===== src/rtl/branch_resolve_queue.sv =====
// In-order queue of in-flight branch predictions; resolves the oldest against execute outcome.
// Optional BRQ_STATS_EN adds saturating resolve/mispredict counters.
module branch_resolve_queue #(
  parameter int unsigned PC_WIDTH = 12,
  parameter int unsigned DEPTH    = 8
) (
  input  logic                         clock,
  input  logic                         reset,
  input  logic                         push_valid,
  input  logic [PC_WIDTH-1:0]          push_pc,
  input  logic                         push_pred,
  output logic                         push_ready,
  input  logic                         resolve_valid,
  input  logic                         resolve_taken,
  output logic                         resolve_ready,
  output logic                         update_valid,
  output logic [PC_WIDTH-1:0]          update_pc,
  output logic                         update_taken,
  output logic                         mispredict,
`ifdef BRQ_STATS_EN
  output logic [15:0]                  stat_resolved,
  output logic [15:0]                  stat_mispred,
`endif
  output logic [$clog2(DEPTH+1)-1:0]   count
);

  localparam int unsigned AW = $clog2(DEPTH);
  localparam int unsigned CW = $clog2(DEPTH+1);

  typedef enum logic {RUN = 1'b0, FLUSH = 1'b1} state_t;

  state_t              state, state_next;
  logic [PC_WIDTH-1:0] pc_mem   [DEPTH];
  logic                pred_mem [DEPTH];
  logic [AW-1:0]       head, tail;
  logic                push_fire, pop_fire, miss;

  assign push_fire = push_valid & push_ready;
  assign pop_fire  = resolve_valid & resolve_ready;
  assign miss      = pop_fire & (pred_mem[head] != resolve_taken);

  // Control state register
  always_ff @(posedge clock) begin
    if (reset) state <= RUN;
    else       state <= state_next;
  end

  always_comb begin
    state_next = state;
    case (state)
      RUN:     if (miss) state_next = FLUSH;
      FLUSH:   state_next = RUN;
      default: state_next = RUN;
    endcase
  end

  // Handshake readiness comes from registered occupancy only; held low while in reset
  always_comb begin
    push_ready    = 1'b0;
    resolve_ready = 1'b0;
    if (!reset && state == RUN) begin
      push_ready    = (count != CW'(DEPTH));
      resolve_ready = (count != CW'(0));
    end
  end

  // Storage is not reset; validity is carried by count
  always_ff @(posedge clock) begin
    if (push_fire && !miss) begin
      pc_mem[tail]   <= push_pc;
      pred_mem[tail] <= push_pred;
    end
  end

  always_ff @(posedge clock) begin
    if (reset) begin
      head         <= '0;
      tail         <= '0;
      count        <= '0;
      update_valid <= 1'b0;
      update_pc    <= '0;
      update_taken <= 1'b0;
      mispredict   <= 1'b0;
    end else begin
      update_valid <= pop_fire;
      mispredict   <= miss;
      if (pop_fire) begin
        update_pc    <= pc_mem[head];
        update_taken <= resolve_taken;
      end
      // A wrong prediction discards every younger entry and any same-cycle push
      if (miss) begin
        head  <= '0;
        tail  <= '0;
        count <= '0;
      end else begin
        if (push_fire) tail <= tail + AW'(1);
        if (pop_fire)  head <= head + AW'(1);
        case ({push_fire, pop_fire})
          2'b10:   count <= count + CW'(1);
          2'b01:   count <= count - CW'(1);
          default: count <= count;
        endcase
      end
    end
  end

`ifdef BRQ_STATS_EN
  always_ff @(posedge clock) begin
    if (reset) begin
      stat_resolved <= '0;
      stat_mispred  <= '0;
    end else begin
      if (pop_fire && stat_resolved != 16'hFFFF) stat_resolved <= stat_resolved + 16'd1;
      if (miss && stat_mispred != 16'hFFFF)      stat_mispred  <= stat_mispred + 16'd1;
    end
  end
`endif

endmodule


===== config.mk =====
export PLATFORM = sky130hd
export DESIGN_NAME = branch_resolve_queue
export DESIGN_NICKNAME = d
export VERILOG_FILES = /design/src/rtl/branch_resolve_queue.sv
export SDC_FILE = /design/constraint.sdc
export NUM_CORES = 1
export LEC_CHECK = 0
export CORE_MARGIN = 5
export CORE_UTILIZATION = 58
export CTS_CLUSTER_SIZE = 20
export DETAILED_ROUTE_END_ITERATION = 8
export PLACE_DENSITY = 0.85
export SYNTH_ARGS = -nofsm -noshare
export SYNTH_HDL_FRONTEND = slang
export SYNTH_SLANG_ARGS = --single-unit

===== constraint.sdc =====
create_clock -name clock -period 4.5 [get_ports clock]
set_input_delay 0.9 -clock clock [delete_from_list [all_inputs] [get_ports clock]]
set_output_delay 0.9 -clock clock [all_outputs]
set_load 0.005 [all_outputs]

==> flow_metrics.py <==
metrics = {
    "cells_and_area": {
        "syn2layout_area_growth_pct": 20.29,
        "layout.nets": 365,
        "final_core_util_pct": 72.22,
        "drive_gt1_share_pct": 25.14,
        "num_antenna_cells": 0,
        "n_fill_cell": 545,
    },
    "synthesis": {
        "yosysMostFrequentCell": "edfxtp_1",
        "synth_largest_area_cell": "edfxtp_1",
        "synth_area_leaders": "edfxtp_1 (59%), dfxtp_1 (11%), mux4_2 (10%)",
        "synth_ff_type": "edfxtp_1",
        "ys_types": 43,
        "ys_seq_area_share_pct": 70.39,
        "synthArstFlopShare_pct": 0,
        "netlist_instances": 290,
        "ys.warnings.count": 0,
        "syn-num-nets": 314,
        "synth-seq-cells": 133,
        "synth-edff-count": 104,
        "netlist_area_mm2": 0.005261,
        "postSynthAreaPerCell_um2": 18.14,
        "synth_top_area_share_pct": 59.36,
        "synth_commonest_cells": "edfxtp_1 (104), dfxtp_1 (29), mux4_2 (24), nor2_1 (19), mux2i_1 (18)",
    },
    "routing": {
        "wl_per_cell_um": 21.29,
        "drc_errors": 0,
        "viasPerCell": 5.991,
        "drt_iter0_markers": 140,
        "ant_nets": 0,
        "dr.pass1.iters": 4,
        "drt_wl_total_um": 9838,
        "num_vias": 2768,
    },
    "setup_path": {
        "cp_slowest_stage_delay_ns": 0.46,
        "cp-start-kind": "primary input",
        "path_max_fanout": 11,
        "crit_buf_inv": 1,
        "slowest_stage": "clkdlybuf4s50_1",
        "crit_required_ns": 4.94,
        "path_class": "in -> reg",
        "arrival_ns": 3.69,
        "worstSetupEndpointType": "flip-flop",
        "cp_top_family": "compound AO/OA/AOI/OAI gates",
        "path_cells": "clkdlybuf4s50_1, a211oi_2, nand2_1, ha_1, ha_1, a21o_1, a21oi_1, xnor2_1, or3_1, a211oi_2",
    },
    "sta": {
        "setup_violations": 0,
        "fmax_ghz": 0.3070,
        "period_minus_slack_ns": 3.257,
        "worst_slew_pin_slew_ns": 1.046,
        "fin_setup_tns_ns": 0,
        "slew_headroom_pct": 29.75,
        "fin_skew_ns": 0.01120,
        "fin_crit_sh_pct": 72.39,
        "hold_viol": 0,
        "finalMaxSlewViolations": 0,
        "rsz0062_at_grt": "no",
    },
    "clocking": {
        "cts_tree": "yes",
        "clk_pin_slew_worst_paths_ns": 0.06,
        "cts_root_buf": "clkbuf_8",
        "htree_num_levels": 4,
        "cts_hold_buffers": 0,
        "cts_setup_buffers": 0,
        "cts_max_path_buffers": 2,
        "cts-resized-gates": 0,
        "cts_sinks": 133,
        "cts_buffers": 17,
        "clk_latency_ns": 0.52,
    },
    "floorplan": {
        "io_pins": 39,
        "rows": 34,
        "start_util_pct": 60.04,
        "core_area_mm2": 0.008763,
        "fp.dieW_um": 105.2,
        "die_h_um": 105.2,
        "die_area_mm2": 0.01108,
    },
    "worst_hold_path": {
        "hold_path.class": "reg -> reg",
    },
    "grt": {
        "grt_use_total_pct": 19.26,
        "grt.overflow.total": 0,
        "antenna_found_initial": 0,
        "grt_pass1_vias": 2936,
        "grt_pass1_wl_um": 15850,
        "grt_max_degree": 32,
    },
    "place": {
        "port_buffers": 38,
        "place_hpwl_um": 5442,
        "gp_congestion": 0.7463,
    },
    "power_and_ir_drop": {
        "vdd_drop_max_v": 0.0003191,
        "p_per_area_mw_per_mm2": 457.5,
        "leakage_nw": 2.039,
    },
    "status": {
        "status": "finished, final reports clean",
    },
    "flow_run": {
        "drv_cap": 0,
    },
}
tightest hold or removal path, cell delays in order (launching register included):
cell and delay (ns):
dfxtp_1 0.31, nand2_1 0.06, a21oi_1 0.06
layout make-up:
class	count	area, um^2	share of cell area (%)
Sequential cell	133	3704	58.52
Multi-Input combinational cell	134	1455	22.99
Timing Repair Buffer	49	462.9	7.315
Clock buffer	17	414.1	6.544
Tap cell	108	135.1	2.135
Clock inverter	15	130.1	2.056
Inverter	6	27.53	0.4350
path summary, 6_finish.rpt:
path / from / to / slack (ns) / depth (start not counted)
max: reset / count[3] / 1.24 / 10
min: update_taken / update_taken / 0.48 / 2
max reg2reg: count[0] / count[3] / 1.53 / 10
min reg2reg: update_taken / update_taken / 0.48 / 2
flip-flops by register name (all words and copies together), names as in the netlist, named ones only:
name          count
update_taken      1
head              3
pred_mem          8
tail              3
update_valid      1
mispredict        1
count             4
pc_mem           96
update_pc        12
state             1
routing by layer:
metal	global-route usage, %	share of wire [%]	vias to the layer above
li1	-	-	1259
met1	23.54	41	1424
met2	31.95	53	75
met3	5.929	4.8	10
met4	7.945	1.3	0
met5	0	0	-
logic make-up after synthesis:
family	share of synthesized area (%)
AOI/OAI and AO/OA	3.401
buffers and inverters	2.663
DFF	70.39
and+or+nand+nor	6.849
xor gates and xnor gates	0.9988
muxes	14.13
adders and majority gates	1.570
report_power, final:
part | internal [mW] | total [mW] | switching (mW)
clock network | 0.734 | 1.26 | 0.526
logic | 0.128 | 0.251 | 0.124
registers | 1.36 | 1.38 | 0.0238
total | 2.22 | 2.90 | 0.674
placed cells by master, fill, tap and decap left out, types with 2 or more instances in the layout:
cell type	instances
mux4_2	24
inv_6	3
nor4_2	6
xnor2_1	2
a21oi_1	4
nand3_1	3
edfxtp_1	104
a22o_1	2
nand2_1	4
clkinv_2	3
clkdlybuf4s50_1	38
a211oi_1	12
ha_1	5
inv_1	5
nand2b_1	2
a211oi_2	2
clkinvlp_4	3
nand3b_1	2
nor2_1	19
mux2i_1	18
dfxtp_1	29
xor2_1	4
nor3_2	7
nand2_4	2
clkinv_4	3
clkinv_1	2
clkbuf_16	16
buf_4	11
through the flow:
step	std cells	power [mW]	hold WS [ns]	worst slack, ns	cell area [um^2]
4_1_cts	462	2.918	0.4898	1.264	6329
3_5_place_dp	430	1.661	0.4655	0.7259	5784
3_3_place_gp	430	1.651	0.4565	0.8230	5784
6_report	462	2.895	0.4797	1.243	6329
5_1_grt	462	3.004	0.5176	1.038	6329
2_1_floorplan	290	1.567	0.4527	0.9908	5261
Power figures use the tool's default switching activity.
==> RTL change: new RTL, same flow settings <==
The parameter `PC_WIDTH` goes from 12 to 24.
--- a/src/rtl/branch_resolve_queue.sv
+++ b/src/rtl/branch_resolve_queue.sv
@@ -2,5 +2,5 @@
 // Optional BRQ_STATS_EN adds saturating resolve/mispredict counters.
 module branch_resolve_queue #(
-  parameter int unsigned PC_WIDTH = 12,
+  parameter int unsigned PC_WIDTH = 24,
   parameter int unsigned DEPTH    = 8
 ) (
Ports: changed (resized push_pc and update_pc); port bits go from 39 to 63. No check against the original RTL was run, so the function may have changed too.
==> RTL change against the original RTL <==
Sequential cell count rose by 108; clock power up 48%; total power rose by 65%; area after synthesis grew 74%; critical path type unchanged; critical endpoint unchanged; design area is 70% higher; wire length grew 96%; worst setup slack got worse by 130 ps.
==> RTL change: results (changes against the original RTL) <==
- The total of buffers placed on input and output ports is 62 (+63%).
* Length of routed met2 wiring: 9940 um (+90%)
* Result of the run: completed
- The H-tree depth is 1 (-3).
- Non-CTS inverters: 7 (+1)
- Post-DR wirelength/cell: 24.3 um (+14%)
- Fraction of area in multi-input gates: 20.3% (-2.7 points)
- The total of clock buffers placed in the layout is 32 (+15).
- The met2 track utilization from global routing came to 37.1% (+5.1 points).
- The net count after synthesis was 530 (+69%).
- The met3 global-route usage was 4.87% (-1.1 points).
- Met1 track demand over resource: 27.0% (+3.5 points)
- Part of the total power dissipated in combinational logic: 7.7% (-1.0 points)
* WL met1: 7040 um (+76%)
* All-layer global routing usage: 21.6% (+2.4 points)
- The arrival time at the worst endpoint came to 3810 ps (+120 ps).
* Clock distribution area overhead in the final layout: 6.84% (-1.8 points)
* Area share of fa/ha/maj cells after synthesis: 0.903% (-0.67 points)
- Clock group total power: 0.00186 W (+48%)
* Clk Tree Root Cell: clkbuf_16
- The per-cell via count in the routed design was 6.20 (+3.5%).
- Post-synthesis compound-gate area fraction: 3.19% (-0.21 points)
* HPWL after detailed placement: 10400 um (+91%)
- The setup skew after layout was 8.16 ps (-3.04 ps).
- The proportion of layout cells with a drive suffix above 1 is 19.1% (-6.0 points).
- Avg Cell Area, Syn: 18.5 um2 (+2.0%)
* Iteration-0 DRC Markers: 562 (+300%)
- The total combinational power came to 0.000366 W (+46%).
- The layout multi-input combinational cell count is 217 (+62%).
- The via count of the first global-routing pass came to 5235 (+78%).
- The leakage power is 3.39 nW (+66%).
- Routability cong.: 0.789 (+5.7%)
* Met3 Wirelength: 1650 um (+250%)
- Net count of the finished layout: 603 (+65%)
- Number of fill cells: 938 (+72%)
* Non-filler instance count after layout: 796 (+72%)
- The placed instance count is 752 (+75%).
* Total clock sinks: 241 (+81%)
## RTL change: changes by cell type in the layout (fill, tap and decap cells not counted), sizes merged, moves of 15 or more
cell           change
mux4              +24
nand2             +50
clkbuf            +15
a311oi            +24
clkdlybuf4s50     +24
edfxtp            +96
## RTL change: logic make-up after synthesis
| kind of cell | after synthesis |
|---|---|
| AOI/OAI and AO/OA | 36 |
| xor gates and xnor gates | 6 |
| adders and majority gates | 6 |
| buffers and inverters | 36 |
| DFF | 241 |
| muxes | 55 |
| and+or+nand+nor | 114 |
## RTL change: final timing paths
kind / slack, ps / endpoint / depth (start not counted) / startpoint
setup / recovery: 1110 / count[3]$_SDFFE_PP0P_ / 10 / reset
hold / removal: 480 / update_taken$_SDFFE_PP0P_ / 2 / update_taken$_SDFFE_PP0P_
setup reg to reg: 1400 / count[3]$_SDFFE_PP0P_ / 10 / count[0]$_SDFFE_PP0P_
hold reg to reg: 480 / update_taken$_SDFFE_PP0P_ / 2 / update_taken$_SDFFE_PP0P_
